$ cat config.mk
export PLATFORM = sky130hd
export DESIGN_NAME = cic_decim_ctrl
export DESIGN_NICKNAME = d
export VERILOG_FILES = /design/src/rtl/cic_pkg.sv /design/src/rtl/cic_out_fifo.sv /design/src/rtl/cic_decim_ctrl.sv
export SDC_FILE = /design/constraint.sdc
export NUM_CORES = 1
export LEC_CHECK = 0
export ABC_AREA = 1
export CAP_MARGIN = 5
export CORE_MARGIN = 2
export CORE_UTILIZATION = 35
export CTS_CLUSTER_SIZE = 20
export DETAILED_ROUTE_END_ITERATION = 16
export PLACE_DENSITY_LB_ADDON = 0.2
export SLEW_MARGIN = 20
export SYNTH_ARGS = -nofsm -noshare
export SYNTH_HDL_FRONTEND = slang
export SYNTH_SLANG_ARGS = --single-unit
$ cat constraint.sdc
create_clock -name clk -period 8.8 [get_ports clk]
set_input_delay 0.88 -clock clk [delete_from_list [all_inputs] [get_ports clk]]
set_output_delay 0.88 -clock clk [all_outputs]
set_load 0.02 [all_outputs]
$ cat src/rtl/cic_pkg.sv
// Shared types and helpers for the CIC decimation controller.
package cic_pkg;

  typedef enum logic [1:0] {
    IDLE  = 2'd0,
    WARM  = 2'd1,
    RUN   = 2'd2,
    DRAIN = 2'd3
  } ctrl_state_t;

  localparam int FIFO_DEPTH = 2;

  function automatic int unsigned clamp_rate(input int unsigned cfg, input int unsigned max_log2);
    return (cfg > max_log2) ? max_log2 : cfg;
  endfunction

endpackage

$ cat src/rtl/cic_out_fifo.sv
// Two-entry first-word-fall-through output FIFO; the head is presented directly on out_data.
module cic_out_fifo
  import cic_pkg::*;
#(
  parameter int WIDTH = 8
) (
  input  logic             clk,
  input  logic             rst,
  input  logic             push,
  input  logic [WIDTH-1:0] push_data,
  input  logic             out_ready,
  output logic             out_valid,
  output logic [WIDTH-1:0] out_data,
  output logic [1:0]       count
);

  localparam logic [1:0] FULL = 2'(FIFO_DEPTH);

  logic [WIDTH-1:0] head_q, head_d, tail_q, tail_d;
  logic [1:0]       count_q, count_d;
  logic             pop;

  assign pop = out_ready && (count_q != 2'd0);

  // A push into a full FIFO without a pop cannot occur: the controller's credit check prevents it.
  always_comb begin
    head_d  = head_q;
    tail_d  = tail_q;
    count_d = count_q;
    if (count_q == 2'd0) begin
      if (push) begin
        head_d  = push_data;
        count_d = 2'd1;
      end
    end else if (count_q == 2'd1) begin
      if (push && pop) begin
        head_d = push_data;
      end else if (push) begin
        tail_d  = push_data;
        count_d = 2'd2;
      end else if (pop) begin
        count_d = 2'd0;
      end
    end else if (count_q == FULL) begin
      if (pop) begin
        head_d = tail_q;
        if (push) tail_d = push_data;
        else      count_d = 2'd1;
      end
    end
  end

  always_ff @(posedge clk) begin
    if (rst) begin
      head_q  <= '0;
      tail_q  <= '0;
      count_q <= 2'd0;
    end else begin
      head_q  <= head_d;
      tail_q  <= tail_d;
      count_q <= count_d;
    end
  end

  assign out_valid = (count_q != 2'd0);
  assign out_data  = head_q;
  assign count     = count_q;

endmodule

$ cat src/rtl/cic_decim_ctrl.sv
// Sequencing controller for the CIC decimator: input handshake, datapath strobes,
// start-up discard, in-flight result tracking and credit-based output backpressure.
module cic_decim_ctrl
  import cic_pkg::*;
#(
  parameter int WIDTH         = 8,
  parameter int STAGES        = 1,
  parameter int MAX_RATE_LOG2 = 4,
  parameter int PIPE_LAT      = 5
) (
  input  logic                               clk,
  input  logic                               rst,
  input  logic                               start,
  input  logic                               stop,
  input  logic [$clog2(MAX_RATE_LOG2+1)-1:0] cfg_rate_log2,
  input  logic                               in_valid,
  output logic                               in_ready,
  output logic                               dp_ce,
  output logic                               dp_dec,
  output logic                               dp_clr,
  input  logic [WIDTH-1:0]                   dp_out,
  output logic                               out_valid,
  output logic [WIDTH-1:0]                   out_data,
  input  logic                               out_ready,
  output logic                               busy,
  output logic                               done,
  output logic [1:0]                         dbg_state
);

  localparam int CW = $clog2(MAX_RATE_LOG2 + 1);
  localparam int PW = (MAX_RATE_LOG2 > 0) ? MAX_RATE_LOG2 : 1;
  localparam int WW = (STAGES > 1) ? $clog2(STAGES + 1) : 1;

  ctrl_state_t       state_q, state_d;
  logic [CW-1:0]     rate_q, rate_d;
  logic [PW-1:0]     phase_q, phase_d;
  logic [WW-1:0]     warm_q, warm_d;
  logic              clr_q, clr_d;
  logic              done_q, done_d;
  logic [PIPE_LAT-1:0] dl_v_q, dl_v_d, dl_disc_q, dl_disc_d;

  logic [PW-1:0] rmask;
  logic          phase_last, accept, fifo_push;
  logic [7:0]    kept;
  logic [1:0]    fifo_count;

  assign rmask      = PW'((32'd1 << rate_q) - 32'd1);
  assign phase_last = (phase_q == rmask);

  // Results already committed to the consumer: queued in the FIFO or in flight and not discarded.
  always_comb begin
    kept = 8'(fifo_count);
    for (int i = 0; i < PIPE_LAT; i++) begin
      if (dl_v_q[i] && !dl_disc_q[i]) kept = kept + 8'd1;
    end
  end

  assign in_ready  = ((state_q == WARM) || (state_q == RUN)) && !clr_q &&
                     !(phase_last && (state_q == RUN) && (kept >= 8'd2));
  assign accept    = in_valid && in_ready;
  assign dp_ce     = accept;
  assign dp_dec    = accept && phase_last;
  assign fifo_push = dl_v_q[PIPE_LAT-1] && !dl_disc_q[PIPE_LAT-1];

  always_comb begin
    state_d      = state_q;
    rate_d       = rate_q;
    phase_d      = phase_q;
    warm_d       = warm_q;
    clr_d        = 1'b0;
    done_d       = 1'b0;
    dl_v_d[0]    = dp_dec;
    dl_disc_d[0] = (state_q == WARM);
    for (int i = 1; i < PIPE_LAT; i++) begin
      dl_v_d[i]    = dl_v_q[i-1];
      dl_disc_d[i] = dl_disc_q[i-1];
    end
    if (accept) phase_d = phase_last ? '0 : phase_q + PW'(1);
    case (state_q)
      IDLE: if (start) begin
        state_d = WARM;
        rate_d  = CW'(clamp_rate(32'(cfg_rate_log2), MAX_RATE_LOG2));
        phase_d = '0;
        warm_d  = '0;
        clr_d   = 1'b1;
      end
      WARM: if (stop) begin
        state_d = DRAIN;
        phase_d = '0;
      end else if (dp_dec) begin
        warm_d = warm_q + WW'(1);
        if (warm_q == WW'(STAGES - 1)) state_d = RUN;
      end
      RUN: if (stop) begin
        state_d = DRAIN;
        phase_d = '0;
      end
      DRAIN: if ((dl_v_q == '0) && (fifo_count == 2'd0)) begin
        state_d = IDLE;
        done_d  = 1'b1;
      end
    endcase
  end

  always_ff @(posedge clk) begin
    if (rst) begin
      state_q   <= IDLE;
      rate_q    <= '0;
      phase_q   <= '0;
      warm_q    <= '0;
      clr_q     <= 1'b1;
      done_q    <= 1'b0;
      dl_v_q    <= '0;
      dl_disc_q <= '0;
    end else begin
      state_q   <= state_d;
      rate_q    <= rate_d;
      phase_q   <= phase_d;
      warm_q    <= warm_d;
      clr_q     <= clr_d;
      done_q    <= done_d;
      dl_v_q    <= dl_v_d;
      dl_disc_q <= dl_disc_d;
    end
  end

  cic_out_fifo #(.WIDTH(WIDTH)) u_fifo (
    .clk       (clk),
    .rst       (rst),
    .push      (fifo_push),
    .push_data (dp_out),
    .out_ready (out_ready),
    .out_valid (out_valid),
    .out_data  (out_data),
    .count     (fifo_count)
  );

  assign dp_clr    = clr_q;
  assign done      = done_q;
  assign busy      = (state_q != IDLE);
  assign dbg_state = state_q;

endmodule

==> results.md <==
- Run status: finished, final reports clean
- Leak pwr: 1.279 nW
- CTS tree: yes
- WP data arrival: 4.62 ns
- Die area: 7400 um2
- Critical path endpoint category: output pin
- Top delay family on crit path: adder cells
- Root buffer cell: clkbuf_8
- Crit Path Class: flop to output pin
- Pins Over Slew Limit: 0
- Final layout net count: 387
- Worst-path clk slew: 0.08 ns
- Final setup TNS: 0 ns
- Clk_skew: 0.008523 ns
- Final worst setup slack: 3.304 ns
- CTS Buffer Depth: 2
- Worst setup SP type: flop
- Drt total wl: 4813 um
- Gpl congestion: approximately 0.81
- Setup Slack @ Placement: 3.625 ns
- Setup Buffers After CTS: 0
- WP data required: 7.92 ns
- Final setup fails: 0
- Largest net degree at the start of global routing: 28
- Post-CTS sizing: 0
- VDD IR-drop max: 0.1009 mV
- Minimum clock period: between 5 and 6 ns
- Syn Std Cell Area: around 2400 um2
- Clk Latency, worst-skew pair: 0.29 ns
- Vias/cell: 4.671
- Post-DP HPWL: 3761 um
- Hold_buf cts: 0
- Initial Util: 0.3666
- H-Tree Depth: 2
- Largest cells by area after synthesis: dfxtp_1 34%, ha_1 8.5%, inv_1 6.7%
- Critical Path Source: u_fifo.count[1]
- Syn_area_per_cell: roughly 7.4 um2
- IO Port Bufs: 33
- DR DRC count: 0
- First-pass GRT wire length: 8659 um
- Final hold vios: 0
- Slew margin rel.: 0.3928
- Vias in the first global route: 1969
- Yosys top cell by area: dfxtp_1
- CP Cell Sequence: inv_1 -> ha_1 -> nand3_1 -> nand2_1 -> ha_1 -> or2_4 -> nand2_1 -> inv_1 -> ha_1 -> nand2_1 -> nand2_2 -> ha_1 -> nand2_1 -> o21ai_1 -> ha_1 -> nand2_1 -> o21a_1 -> nand2_1 -> nor2_2 -> nand3_2 -> a21boi_2 -> nand2_2 -> clkinv_2 -> clkdlybuf4s50_1
- Diodes inserted: 0
- Met2 usage: 0.2347
- Overflow left after global routing: 0
- Die height: around 86 um
- Max cap viols: 0
- RSZ-0062 raised after global routing: false
- DR iter-0 viols: 80
- Clock Sink Count: 40
- Actual slew at the worst max-slew pin: 0.9075 ns
- Most Crowded Layer GR: met2
- Flip-flop and latch count after synthesis: 40
- Buf/Inv on CP: 4
- Total power: 0.5586 mW
- Critical-path maximum fanout: 8
- CP peak stage delay: 0.59 ns
- Hold Path Class: flop to flop
- Final Util: 0.4422
- Worst reg2reg startpoint: u_fifo.count[1]
- Initial antenna violation count: 0
- DR WL/cell: approximately 11 um
- Mapped Cells: 320
- Routed Antenna Nets: 0
- Post-synth cell types: 35
- First-pass iteration count of the detailed router: 4
- Area added between synthesis and finish: 20.62%
- Syn_nets: 353
- Critical Path Most Common Cell: nand2_1
- Min-delay src: dl_disc_q[2]
- Top cell type's share of synthesized area: 0.3401
- Pwr Density: 196.7 nW/um2
- Tot GR Track Use: 0.1437
- Core footprint: 6422 um2
- Worst hold slack: 0.4286 ns
- CTS buffer count: 5
- Routed vias: approximately 2000
- Ports: 34
- # rows: 29
- Post-synthesis sequential area ratio: 0.3401
- Grt met1 use: 0.1837
- YS warnings: 0
- Die width: ~86 um
- Fmax achieved: 0.1820 GHz
- Met3 usage: 0.03465
- Final period util: 0.6245
- Slowest stage cell on the critical path: clkdlybuf4s50_1
- Share of layout cells above drive strength 1: 0.1384
[worst reg2reg max path, delay by kind of cell (launching register included)]
kind,cells,cell delay [ns]
adders and majority gates,5,1.47
DFF,1,0.47
and+or+nand+nor,16,1.51
AOI/OAI and AO/OA,3,0.42
buffers and inverters,2,0.20
[cells in the final DEF, fill, tap and decap left out]
cell	n
inv_1	42
clkinv_2	3
nor4_1	1
nand2_4	2
nand2_2	11
nor2_8	1
nor2_2	5
o22ai_1	3
xnor2_1	3
mux2i_1	5
o21ai_0	23
nand3_2	9
o21bai_2	1
nand2_1	42
dfxtp_1	40
o211ai_1	2
nor3b_1	1
o21a_1	1
nand4_2	1
xor2_1	3
o311ai_1	1
a21boi_2	1
nand3_1	19
inv_2	6
nand4_1	1
or2_4	1
a221oi_1	1
a31oi_1	2
a21oi_1	25
nand3b_2	2
clkbuf_8	5
o21ai_1	1
ha_1	16
clkinvlp_4	1
clkdlybuf4s50_1	33
nor2_1	40
[kinds of logic (layout without fill, tap and decap cells)]
family / count (synthesis) / after routing / share of synthesized area
AND/OR/NAND/NOR: 136 / 136 / 0.2970
AO/OA/AOI/OAI: 61 / 61 / 0.1440
buffers and inverters: 56 / 90 / 0.09033
flip-flops: 40 / 40 / 0.3401
adder cells (fa/ha/maj): 16 / 16 / 0.08502
XOR/XNOR: 6 / 6 / 0.02232
multiplexers: 5 / 5 / 0.02125
[cell usage after synthesis]
| master | count |
|---|---|
| o22ai_1 | 3 |
| nor4_1 | 1 |
| nand4_1 | 1 |
| nor2_8 | 1 |
| buf_1 | 1 |
| nand2_4 | 2 |
| nand2_2 | 11 |
| xnor2_1 | 3 |
| o211ai_1 | 2 |
| nand3_2 | 9 |
| inv_2 | 6 |
| clkbuf_1 | 5 |
| mux2i_1 | 5 |
| a221oi_1 | 1 |
| nand3b_2 | 2 |
| inv_1 | 42 |
| a21oi_1 | 25 |
| xor2_1 | 3 |
| o21ai_1 | 1 |
| nor3b_1 | 1 |
| a31oi_1 | 2 |
| nand2_1 | 42 |
| nor2_1 | 40 |
| nand4_2 | 1 |
| nor2_2 | 5 |
| a21boi_2 | 1 |
| o21a_1 | 1 |
| or2_4 | 1 |
| nand3_1 | 19 |
| o21ai_0 | 23 |
| clkinv_2 | 2 |
| dfxtp_1 | 40 |
| o311ai_1 | 1 |
| ha_1 | 16 |
| o21bai_2 | 1 |
[metal layers]
metal  vias to the layer above  routed length (um)
li1                       1107                   -
met1                       871                2408
met2                        28                2134
met3                         7                 194
met4                         0                  76
met5                         -                   0
[where the power goes]
part | leakage (nW) | switching [mW] | internal [mW]
combinational | 0.914 | 0.130 | 0.0931
clock | 0.0400 | 0.0650 | 0.0537
sequential | 0.325 | 0.0163 | 0.201
[final cells by class]
cell class / count / area [um2]
clock buffer: 5 / 68.82
timing repair buffer: 33 / 330.3
multi-input combinational: 224 / 1341
inverter: 50 / 190.2
tap: 77 / 96.34
fill: 674 / 3582
clock inverter: 2 / 12.51
sequential: 40 / 800.8
[worst paths after layout]
check / cells past startpoint / slack, ns / to
min: 2 / 0.43 / dl_disc_q[3]
min reg2reg: 2 / 0.43 / dl_disc_q[3]
max reg2reg: 26 / 4.65 / dbg_state[0]
max: 24 / 3.30 / dp_ce
[sequential cells by signal (all words and copies together), names as in the netlist]
name and flops:
u_fifo.tail_q 8, done 1, dl_disc_q 5, dbg_state 2, phase_q 4, warm_q 1
u_fifo.out_data 8, dp_clr 1, rate_q 3, u_fifo.count 2, dl_v_q 5
[stage by stage]
step	cell area (um2)	std cells
after floorplan	2355	320
after global placement	2759	424
after detailed placement	2759	424
after CTS	2840	431
after global routing	2840	431
final	2840	431
(Power assumes the default switching activity.)
